[src/rtl/mac_accumulator.sv]
// Signed multiply-accumulate back end: sums a burst of 32-bit products into a
// wide accumulator and emits the 32-bit saturated sum with a beat count.
module mac_accumulator #(
    parameter int ACC_W = 40,
    parameter int CNT_W = 8
) (
    input  logic             clk,
    input  logic             rst_n,
    input  logic             clr,
    input  logic             in_valid,
    output logic             in_ready,
    input  logic [31:0]      in_prod,
    input  logic             in_last,
    output logic             out_valid,
    input  logic             out_ready,
    output logic [31:0]      out_res,
    output logic             out_sat,
    output logic [CNT_W-1:0] out_cnt
);

    typedef enum logic [1:0] {
        ST_IDLE = 2'd0,
        ST_ACC  = 2'd1,
        ST_DONE = 2'd2
    } state_t;

    localparam logic [CNT_W-1:0] CNT_ONE  = {{(CNT_W-1){1'b0}}, 1'b1};
    localparam logic [CNT_W-1:0] CNT_MAX  = {CNT_W{1'b1}};
    localparam logic [ACC_W-1:0] ACC_ZERO = {ACC_W{1'b0}};

    state_t             state_r;
    state_t             state_s;
    logic [ACC_W-1:0]   acc_r;
    logic [ACC_W-1:0]   acc_s;
    logic [CNT_W-1:0]   cnt_r;
    logic [CNT_W-1:0]   cnt_s;
    logic               out_valid_r;
    logic [31:0]        out_res_r;
    logic               out_sat_r;
    logic [CNT_W-1:0]   out_cnt_r;
    logic               in_ready_s;
    logic               accept_s;
    logic               load_out_s;
    logic [ACC_W-1:0]   prod_ext_s;
    logic [ACC_W-1:0]   sum_s;
    logic [CNT_W-1:0]   cnt_inc_s;

    // True when the accumulator value is representable as a signed 32-bit number.
    function automatic logic fits32(input logic [ACC_W-1:0] v);
        logic [ACC_W-32:0] hi;
        hi = v[ACC_W-1:31];
        return (hi == {(ACC_W-31){1'b0}}) || (hi == {(ACC_W-31){1'b1}});
    endfunction

    // Clip the wide sum into the signed 32-bit range.
    function automatic logic [31:0] sat32(input logic [ACC_W-1:0] v);
        logic [31:0] r;
        if (fits32(v)) begin
            r = v[31:0];
        end else if (v[ACC_W-1]) begin
            r = 32'h8000_0000;
        end else begin
            r = 32'h7FFF_FFFF;
        end
        return r;
    endfunction

    assign prod_ext_s = {{(ACC_W-32){in_prod[31]}}, in_prod};
    assign sum_s      = (state_r == ST_IDLE) ? prod_ext_s : (acc_r + prod_ext_s);
    assign cnt_inc_s  = (cnt_r == CNT_MAX) ? cnt_r : (cnt_r + CNT_ONE);
    // clr must block acceptance in the same cycle, so ready is combinational.
    assign in_ready_s = ~clr & ((state_r == ST_IDLE) | (state_r == ST_ACC));
    assign accept_s   = in_valid & in_ready_s;

    assign in_ready  = in_ready_s;
    assign out_valid = out_valid_r;
    assign out_res   = out_res_r;
    assign out_sat   = out_sat_r;
    assign out_cnt   = out_cnt_r;

    // Next-state, accumulator and counter update.
    always_comb begin
        state_s    = state_r;
        acc_s      = acc_r;
        cnt_s      = cnt_r;
        load_out_s = 1'b0;
        if (clr) begin
            state_s = ST_IDLE;
            acc_s   = ACC_ZERO;
            cnt_s   = {CNT_W{1'b0}};
        end else begin
            case (state_r)
                ST_IDLE: begin
                    if (accept_s) begin
                        acc_s      = sum_s;
                        cnt_s      = CNT_ONE;
                        load_out_s = in_last;
                        state_s    = in_last ? ST_DONE : ST_ACC;
                    end else begin
                        state_s = ST_IDLE;
                    end
                end
                ST_ACC: begin
                    if (accept_s) begin
                        acc_s      = sum_s;
                        cnt_s      = cnt_inc_s;
                        load_out_s = in_last;
                        state_s    = in_last ? ST_DONE : ST_ACC;
                    end else begin
                        state_s = ST_ACC;
                    end
                end
                ST_DONE: begin
                    if (out_valid_r & out_ready) begin
                        state_s = ST_IDLE;
                        acc_s   = ACC_ZERO;
                        cnt_s   = {CNT_W{1'b0}};
                    end else begin
                        state_s = ST_DONE;
                    end
                end
                default: begin
                    state_s = ST_IDLE;
                    acc_s   = ACC_ZERO;
                    cnt_s   = {CNT_W{1'b0}};
                end
            endcase
        end
    end

    // State, accumulator and beat counter registers.
    always_ff @(posedge clk or negedge rst_n) begin
        if (!rst_n) begin
            state_r <= ST_IDLE;
            acc_r   <= ACC_ZERO;
            cnt_r   <= {CNT_W{1'b0}};
        end else begin
            state_r <= state_s;
            acc_r   <= acc_s;
            cnt_r   <= cnt_s;
        end
    end

    // Result registers: loaded on the last accepted beat, held until handshake.
    always_ff @(posedge clk or negedge rst_n) begin
        if (!rst_n) begin
            out_valid_r <= 1'b0;
            out_res_r   <= 32'h0000_0000;
            out_sat_r   <= 1'b0;
            out_cnt_r   <= {CNT_W{1'b0}};
        end else if (clr) begin
            out_valid_r <= 1'b0;
        end else if (load_out_s) begin
            out_valid_r <= 1'b1;
            out_res_r   <= sat32(acc_s);
            out_sat_r   <= ~fits32(acc_s);
            out_cnt_r   <= cnt_s;
        end else if (out_valid_r & out_ready) begin
            out_valid_r <= 1'b0;
        end else begin
            out_valid_r <= out_valid_r;
        end
    end

endmodule
[config.mk]
export PLATFORM = sky130hd
export DESIGN_NAME = mac_accumulator
export DESIGN_NICKNAME = d
export VERILOG_FILES = /design/src/rtl/mac_accumulator.sv
export SDC_FILE = /design/constraint.sdc
export NUM_CORES = 1
export LEC_CHECK = 0
export ABC_AREA = 0
export BUFFER_PORTS_ARGS = -buffer_cell sky130_fd_sc_hd__buf_2
export CAP_MARGIN = 5
export CORE_MARGIN = 2
export CORE_UTILIZATION = 54
export CTS_BUF_LIST = sky130_fd_sc_hd__clkbuf_16
export DETAILED_ROUTE_END_ITERATION = 16
export PLACE_DENSITY_LB_ADDON = 0.25
export SLEW_MARGIN = 20
export SYNTH_ARGS = -nofsm -noshare
export SYNTH_HDL_FRONTEND = slang
export SYNTH_SLANG_ARGS = --single-unit
[constraint.sdc]
create_clock -name clk -period 4.01 [get_ports clk]
set_clock_uncertainty 0.1 [all_clocks]
set_input_delay 0.401 -clock clk [delete_from_list [all_inputs] [get_ports clk]]
set_output_delay 0.401 -clock clk [all_outputs]
set_load 0.005 [all_outputs]
==> reports/results.ini, run 1 <==
[run_status]
status=finished clean

[die]
start_util_pct=55.43
die_area_um2=13230
rows=40
die_y_um=115.0
io_pins=81
die_w_um=115.0
core_um2=12010

[place]
placed_cell_area_um2=7585
dpl.hpwl_um=16590
io_buffers=80
place_inst=1029
place_worst_setup_slack_ns=-0.2268
gp_congestion=0.9736

[timing]
tightest_slew_ns=0.9956
timing.fmax_ghz=0.2502
fin_crit_sh_pct=99.68
whs_ns=0.07237
setup_ws_ns=0.01300
tns_ns=0
rsz0062_at_grt=yes
slew_headroom_pct=33.63
final-max-slew-violation-count=0
min_period_ns=3.997
final_hold_viol_count=0
setup_violations=0

[power]
leakage_nw=3.694
fin_total_pwr_mw=2.943
power_density_nw_per_um2=363.2
vdd_drop_max_mv=0.3277

[clocking]
clock_sinks=92
htreeDepth=3
clk_latency_ns=0.36
clkTransAtPathRegs_ns=0.07
ctsLongestPathBuffers=2
cts_tree=done
cts_buffers=9
root_buffer=clkbuf_16

[detailed_routing]
wl_per_cell_um=22.48
drt_wl_total_um=23780
remaining_drc_errors=0
viasPerCell=6.746
vias=7137
drtIter0Drc=796
dr.pass1.iters=9
ant_nets=0

[critical_path]
crit_type=reg2reg
worst_setup_path_start_kind=register
endpoint_kind=register
reg2reg_slack_ns=0.01
crit_fanout=8
worstPathRequired_ns=4.15
arrival_ns=4.13

[cells_and_area]
stdcell_count=1058
fin_util_pct=67.46
mostFrequentLayoutCells=nand2_1, dfrtp_1, buf_4
fill_cells=1023
layout_commonest_cell=nand2_1
diodes=0
stdcell_area_um2=8103
area_delta_synth_final_pct=21.71
drive_gt1_share_pct=24.59
num-nets-final=985

[synthesis]
synth.top_cells.by_area=dfrtp_1, ha_1, a21oi_1, nand2_1, a221o_1
ys_async_sr_fraction_pct=100.0
synth_top_cell_area_share_pct=34.58
synth_top_flop_cell=dfrtp_1
synth_cells=779
synthesis.area_um2=6658
avgSynthCellArea_um2=8.546
synth-edff-count=0
synth_nets=858
yosys_warnings=0
yosys.area.top_type=dfrtp_1
synth_cell_types=61
synth_seq_area_share_pct=34.58
synth_seq_cells=92

[job]
cap_violations=0

[global_route]
grt_pass1_wl_um=35640
grt_max_degree=76
track_usage_pct=35.05
grt.overflow.total=0
first_global_vias=6690
antenna_found_initial=0

[hold_path]
hold_path.class=in2async

-- flip-flops by register name, indices dropped and copies added, names as in the netlist --
register / count
acc_r: 40
cnt_r: 8
out_cnt: 8
out_res: 32
out_sat: 1
out_valid: 1
state_r: 2
-- where the power goes --
part	leakage, nW	internal [mW]	total (mW)	switching [mW]
sequential	1.20	1.05	1.13	0.0796
combinational	2.36	0.437	0.998	0.560
clock	0.134	0.423	0.814	0.391
-- repair_timing --
| item | in CTS | in global routing |
|---|---|---|
| hold buffers | 0 | 0 |
| endpoints found under the setup margin | 32 | 32 |
| cloned | 2 | 3 |
| pin swaps | 3 | 6 |
| gates resized for setup | 6 | 14 |
| setup buffers | 3 | 5 |
-- path summary, 6_finish.rpt --
path,from,cells after the start,endpoint
setup reg to reg,acc_r[0]$_DFF_PN0_,12,out_res[29]$_DFFE_PN0P_
setup / recovery,acc_r[0]$_DFF_PN0_,12,out_res[29]$_DFFE_PN0P_
min in group clk,in_last,2,state_r[0]$_DFF_PN0_
hold / removal,rst_n,1,out_res[24]$_DFFE_PN0P_
max in group asynchronous,rst_n,2,acc_r[12]$_DFF_PN0_
hold reg to reg,out_res[31]$_DFFE_PN0P_,1,out_res[31]$_DFFE_PN0P_
-- synthesized netlist by cell type, drive strengths merged (8+ instances only) --
cell type  count
nand4         27
xnor2         18
a222oi        10
xor2          13
a211oi        10
nand3         10
o211ai        11
and2           8
buf           16
mux2          11
nor3          13
a21o          11
o21ai         50
clkbuf        38
dfrtp         92
a221o         32
a22oi         12
and3           9
a21oi         79
nor2          73
nand2        100
ha            40
-- area by class of cell --
class,count,area [um^2],share of cell area [%]
multi-input combinational,628,4184,51.64
sequential,92,2302,28.41
timing repair buffer,168,1131,13.96
clock buffer,9,225.2,2.779
tap,147,183.9,2.270
clock inverter,7,50.05,0.6177
inverter,7,26.28,0.3243
-- per-layer routing --
layer	part of all wire, %	track usage [%]	vias up
met2	46	56.86	387
li1	-	-	3213
met5	0	0	-
met4	4.1	11.73	0
met1	40	46.25	3441
met3	9.3	8.434	96
-- critical path, cell delays in order (launching register included) --
cell,delay (ns)
dfrtp_1,0.38
ha_2,0.19
fa_2,0.35
a21o_1,0.19
a221o_1,0.38
o211ai_2,0.25
nor4_2,0.09
or4_1,0.47
nand4_1,0.15
nand3_1,0.08
or4_4,0.48
o311a_4,0.47
a221o_1,0.29
-- logic make-up after synthesis --
kind of cell	after synthesis	synth area share, %
buffers and inverters	61	4.247
DFF	92	34.58
and+or+nand+nor	268	18.61
adders and majority gates	41	7.818
muxes	13	2.161
AOI/OAI and AO/OA	273	28.51
xor gates and xnor gates	31	4.078
(Power assumes the default switching activity.)
==> inputs of run 2 (changes only) <==
--- a/config.mk
+++ b/config.mk
@@ -8,8 +8,10 @@
 export ABC_AREA = 0
 export BUFFER_PORTS_ARGS = -buffer_cell sky130_fd_sc_hd__buf_2
 export CAP_MARGIN = 5
+export CELL_PAD_IN_SITES_DETAIL_PLACEMENT = 0
+export CELL_PAD_IN_SITES_GLOBAL_PLACEMENT = 1
 export CORE_MARGIN = 2
-export CORE_UTILIZATION = 54
+export CORE_UTILIZATION = 40
 export CTS_BUF_LIST = sky130_fd_sc_hd__clkbuf_16
 export DETAILED_ROUTE_END_ITERATION = 16
 export PLACE_DENSITY_LB_ADDON = 0.25
==> run 2 against run 1 <==
- critical path depth is the same
- clock-buffer cell count unchanged
- hold slack got worse by 0.048 ns
- sequential share of layout area shrank 0.59 points
- via count fell by 2.0%
- power grew 5.2%
- global-route usage shrank 8.7 points
- largest cell class unchanged
- highest routed layer is now met5
- critical path type unchanged
- critical endpoint is now out_res[28]$_DFFE_PN0P_
- worst setup slack improved by 0.0069 ns
- maximum frequency grew 0.17%
- first-iteration DRC count shrank 22%
- non-clock buffer count decreased by 2
- flip-flop and latch count is the same
==> reports/results.ini, run 2 (synthesis results as in run 1) <==
[run_status]
status=finished clean

[power]
leakage_nw=3.706  ; +0.34%
vdd_drop_max_mv=0.2477  ; -24%
power_density_nw_per_um2=374.2  ; +3.0%
fin_total_pwr_mw=3.096  ; +5.2%

[die]
die_y_um=133.0  ; +16%
core_um2=16410  ; +37%
io_pins=81  ; unchanged
die_area_um2=17690  ; +34%
rows=47  ; +18%
die_w_um=133.0  ; +16%
start_util_pct=40.58  ; -15 points

[cells_and_area]
fin_util_pct=50.43  ; -17 points
area_delta_synth_final_pct=24.28
stdcell_area_um2=8274  ; +2.1%
layout_commonest_cell=nand2_1
num-nets-final=984  ; -0.10%
largest_register_ffs=40  ; unchanged
mostFrequentLayoutCells=nand2_1, dfrtp_1, buf_4
largest_register=acc_r
drive_gt1_share_pct=24.73  ; +0.14 points

[timing]
fin_crit_sh_pct=99.50  ; -0.17 points
timing.fmax_ghz=0.2506  ; +0.17%
setup_violations=0  ; unchanged
min_period_ns=3.990  ; -0.006935 ns
tightest_slew_ns=0.8950  ; -0.1006 ns
slew_headroom_pct=40.34  ; +6.7 points
final-max-slew-violation-count=0  ; unchanged
rsz0062_at_grt=yes
final_hold_viol_count=0  ; unchanged

[detailed_routing]
drt_wl_total_um=24060  ; +1.1%
dr.pass1.iters=6  ; -3
viasPerCell=6.184  ; -8.3%
drtIter0Drc=618  ; -22%
remaining_drc_errors=0  ; unchanged
wl_per_cell_um=21.27  ; -5.4%
vias=6994  ; -2.0%
ant_nets=0  ; unchanged

[place]
dpl.hpwl_um=16940  ; +2.1%
placed_cell_area_um2=7676  ; +1.2%
gp_congestion=0.9319  ; -4.3%
io_buffers=80  ; unchanged

[clocking]
ctsLongestPathBuffers=2  ; unchanged
clkTransAtPathRegs_ns=0.07  ; about the same
clk_latency_ns=0.36  ; about the same
root_buffer=clkbuf_16
cts_buffers=9  ; unchanged
cts_tree=done
htreeDepth=3  ; unchanged
clock_sinks=92  ; unchanged
cts-hold-fix-buffers=0  ; unchanged

[global_route]
antenna_found_initial=2  ; +2
first_global_vias=6775  ; +1.3%
track_usage_pct=26.37  ; -8.7 points
grt_pass1_wl_um=36490  ; +2.4%
grt.overflow.total=0  ; unchanged
grt_max_degree=68  ; -11%

[critical_path]
crit_fanout=8  ; unchanged
arrival_ns=4.13  ; about the same
worst_setup_path_start_kind=register
endpoint_kind=register
crit_type=reg2reg
worstPathRequired_ns=4.15  ; about the same

[hold_path]
hold_path.class=in2async

[job]
cap_violations=0  ; unchanged

-- run 2: changes by cell type in the layout (fill, tap and decap cells not counted), sizes merged --
cell,change
clkinv,-2
diode,+1
bufinv,+2
buf,-2
o311a,+1
-- run 2: stage by stage --
step | setup TNS, ns | instances | setup slack (ns) | hold slack, ns
floorplan | 0 | 779 | 0.09898 | 0.005409
global placement | -4.997 | 1102 | -0.1751 | 0.3665
detailed placement | -7.866 | 1102 | -0.2652 | 0.3647
CTS | 0 | 1122 | 0.002633 | 0.08578
global route | -1.916 | 1131 | -0.07595 | 0.1225
finish | 0 | 1131 | 0.01993 | 0.02421
-- run 2: path summary, 6_finish.rpt --
check                           depth (start not counted)  slack (ns)                 endpoint               startpoint
worst max-delay path                                   12        0.02  out_res[28]$_DFFE_PN0P_       acc_r[0]$_DFF_PN0_
worst min-delay path                                    1        0.02   out_res[9]$_DFFE_PN0P_                    rst_n
worst max register to register                         12        0.02  out_res[28]$_DFFE_PN0P_       acc_r[0]$_DFF_PN0_
worst min register to register                          1        0.38  out_res[31]$_DFFE_PN0P_  out_res[31]$_DFFE_PN0P_
max in group asynchronous                               2        2.89      acc_r[21]$_DFF_PN0_                    rst_n
min in group clk                                        2        0.18     state_r[0]$_DFF_PN0_                  in_last
-- run 2: timing repair --
action	in CTS	in global routing
endpoints found under the setup margin	32	32
pin swaps	9	15
setup buffers	2	4
gates cloned	2	4
gates resized for setup	7	19
-- run 2: layout make-up --
| type | count | area, um^2 |
|---|---|---|
| inverters | 7 | 26.28 |
| fillers | 1557 | 8133 |
| clock buffers | 9 | 225.2 |
| multi-input cells | 629 | 4215 |
| well taps | 220 | 275.3 |
| clock inverters | 7 | 106.4 |
| repair buffers | 166 | 1121 |
| flip-flops and latches | 92 | 2302 |
| diodes | 1 | 2.502 |
-- run 2: routing by layer --
| metal | vias up | share of wire (%) | wire (um) | track usage (%) |
|---|---|---|---|---|
| met5 | - | 0.029 | 7 | 0 |
| met4 | 2 | 2.7 | 641 | 9.020 |
| met3 | 49 | 7.0 | 1684 | 4.828 |
| met2 | 300 | 46 | 11170 | 42.57 |
| met1 | 3431 | 44 | 10550 | 35.68 |
| li1 | 3212 | - | - | - |
-- run 2: worst max-delay path, cell delays in order (launching register included) --
cell and delay (ns):
dfrtp_1 0.38, ha_2 0.19, fa_2 0.35, a21o_1 0.18, a221o_1 0.37, o211ai_2 0.30
nor4_2 0.10, or4_1 0.42, nand4_1 0.12, nand3_1 0.09, or4_4 0.49, o311a_4 0.48
a221o_1 0.29
-- run 2: where the power goes --
group / internal, mW / leakage, nW / switching, mW
clock: 0.558 / 0.156 / 0.411
combinational: 0.444 / 2.35 / 0.549
sequential: 1.05 / 1.20 / 0.0836
total: 2.05 / 3.71 / 1.04
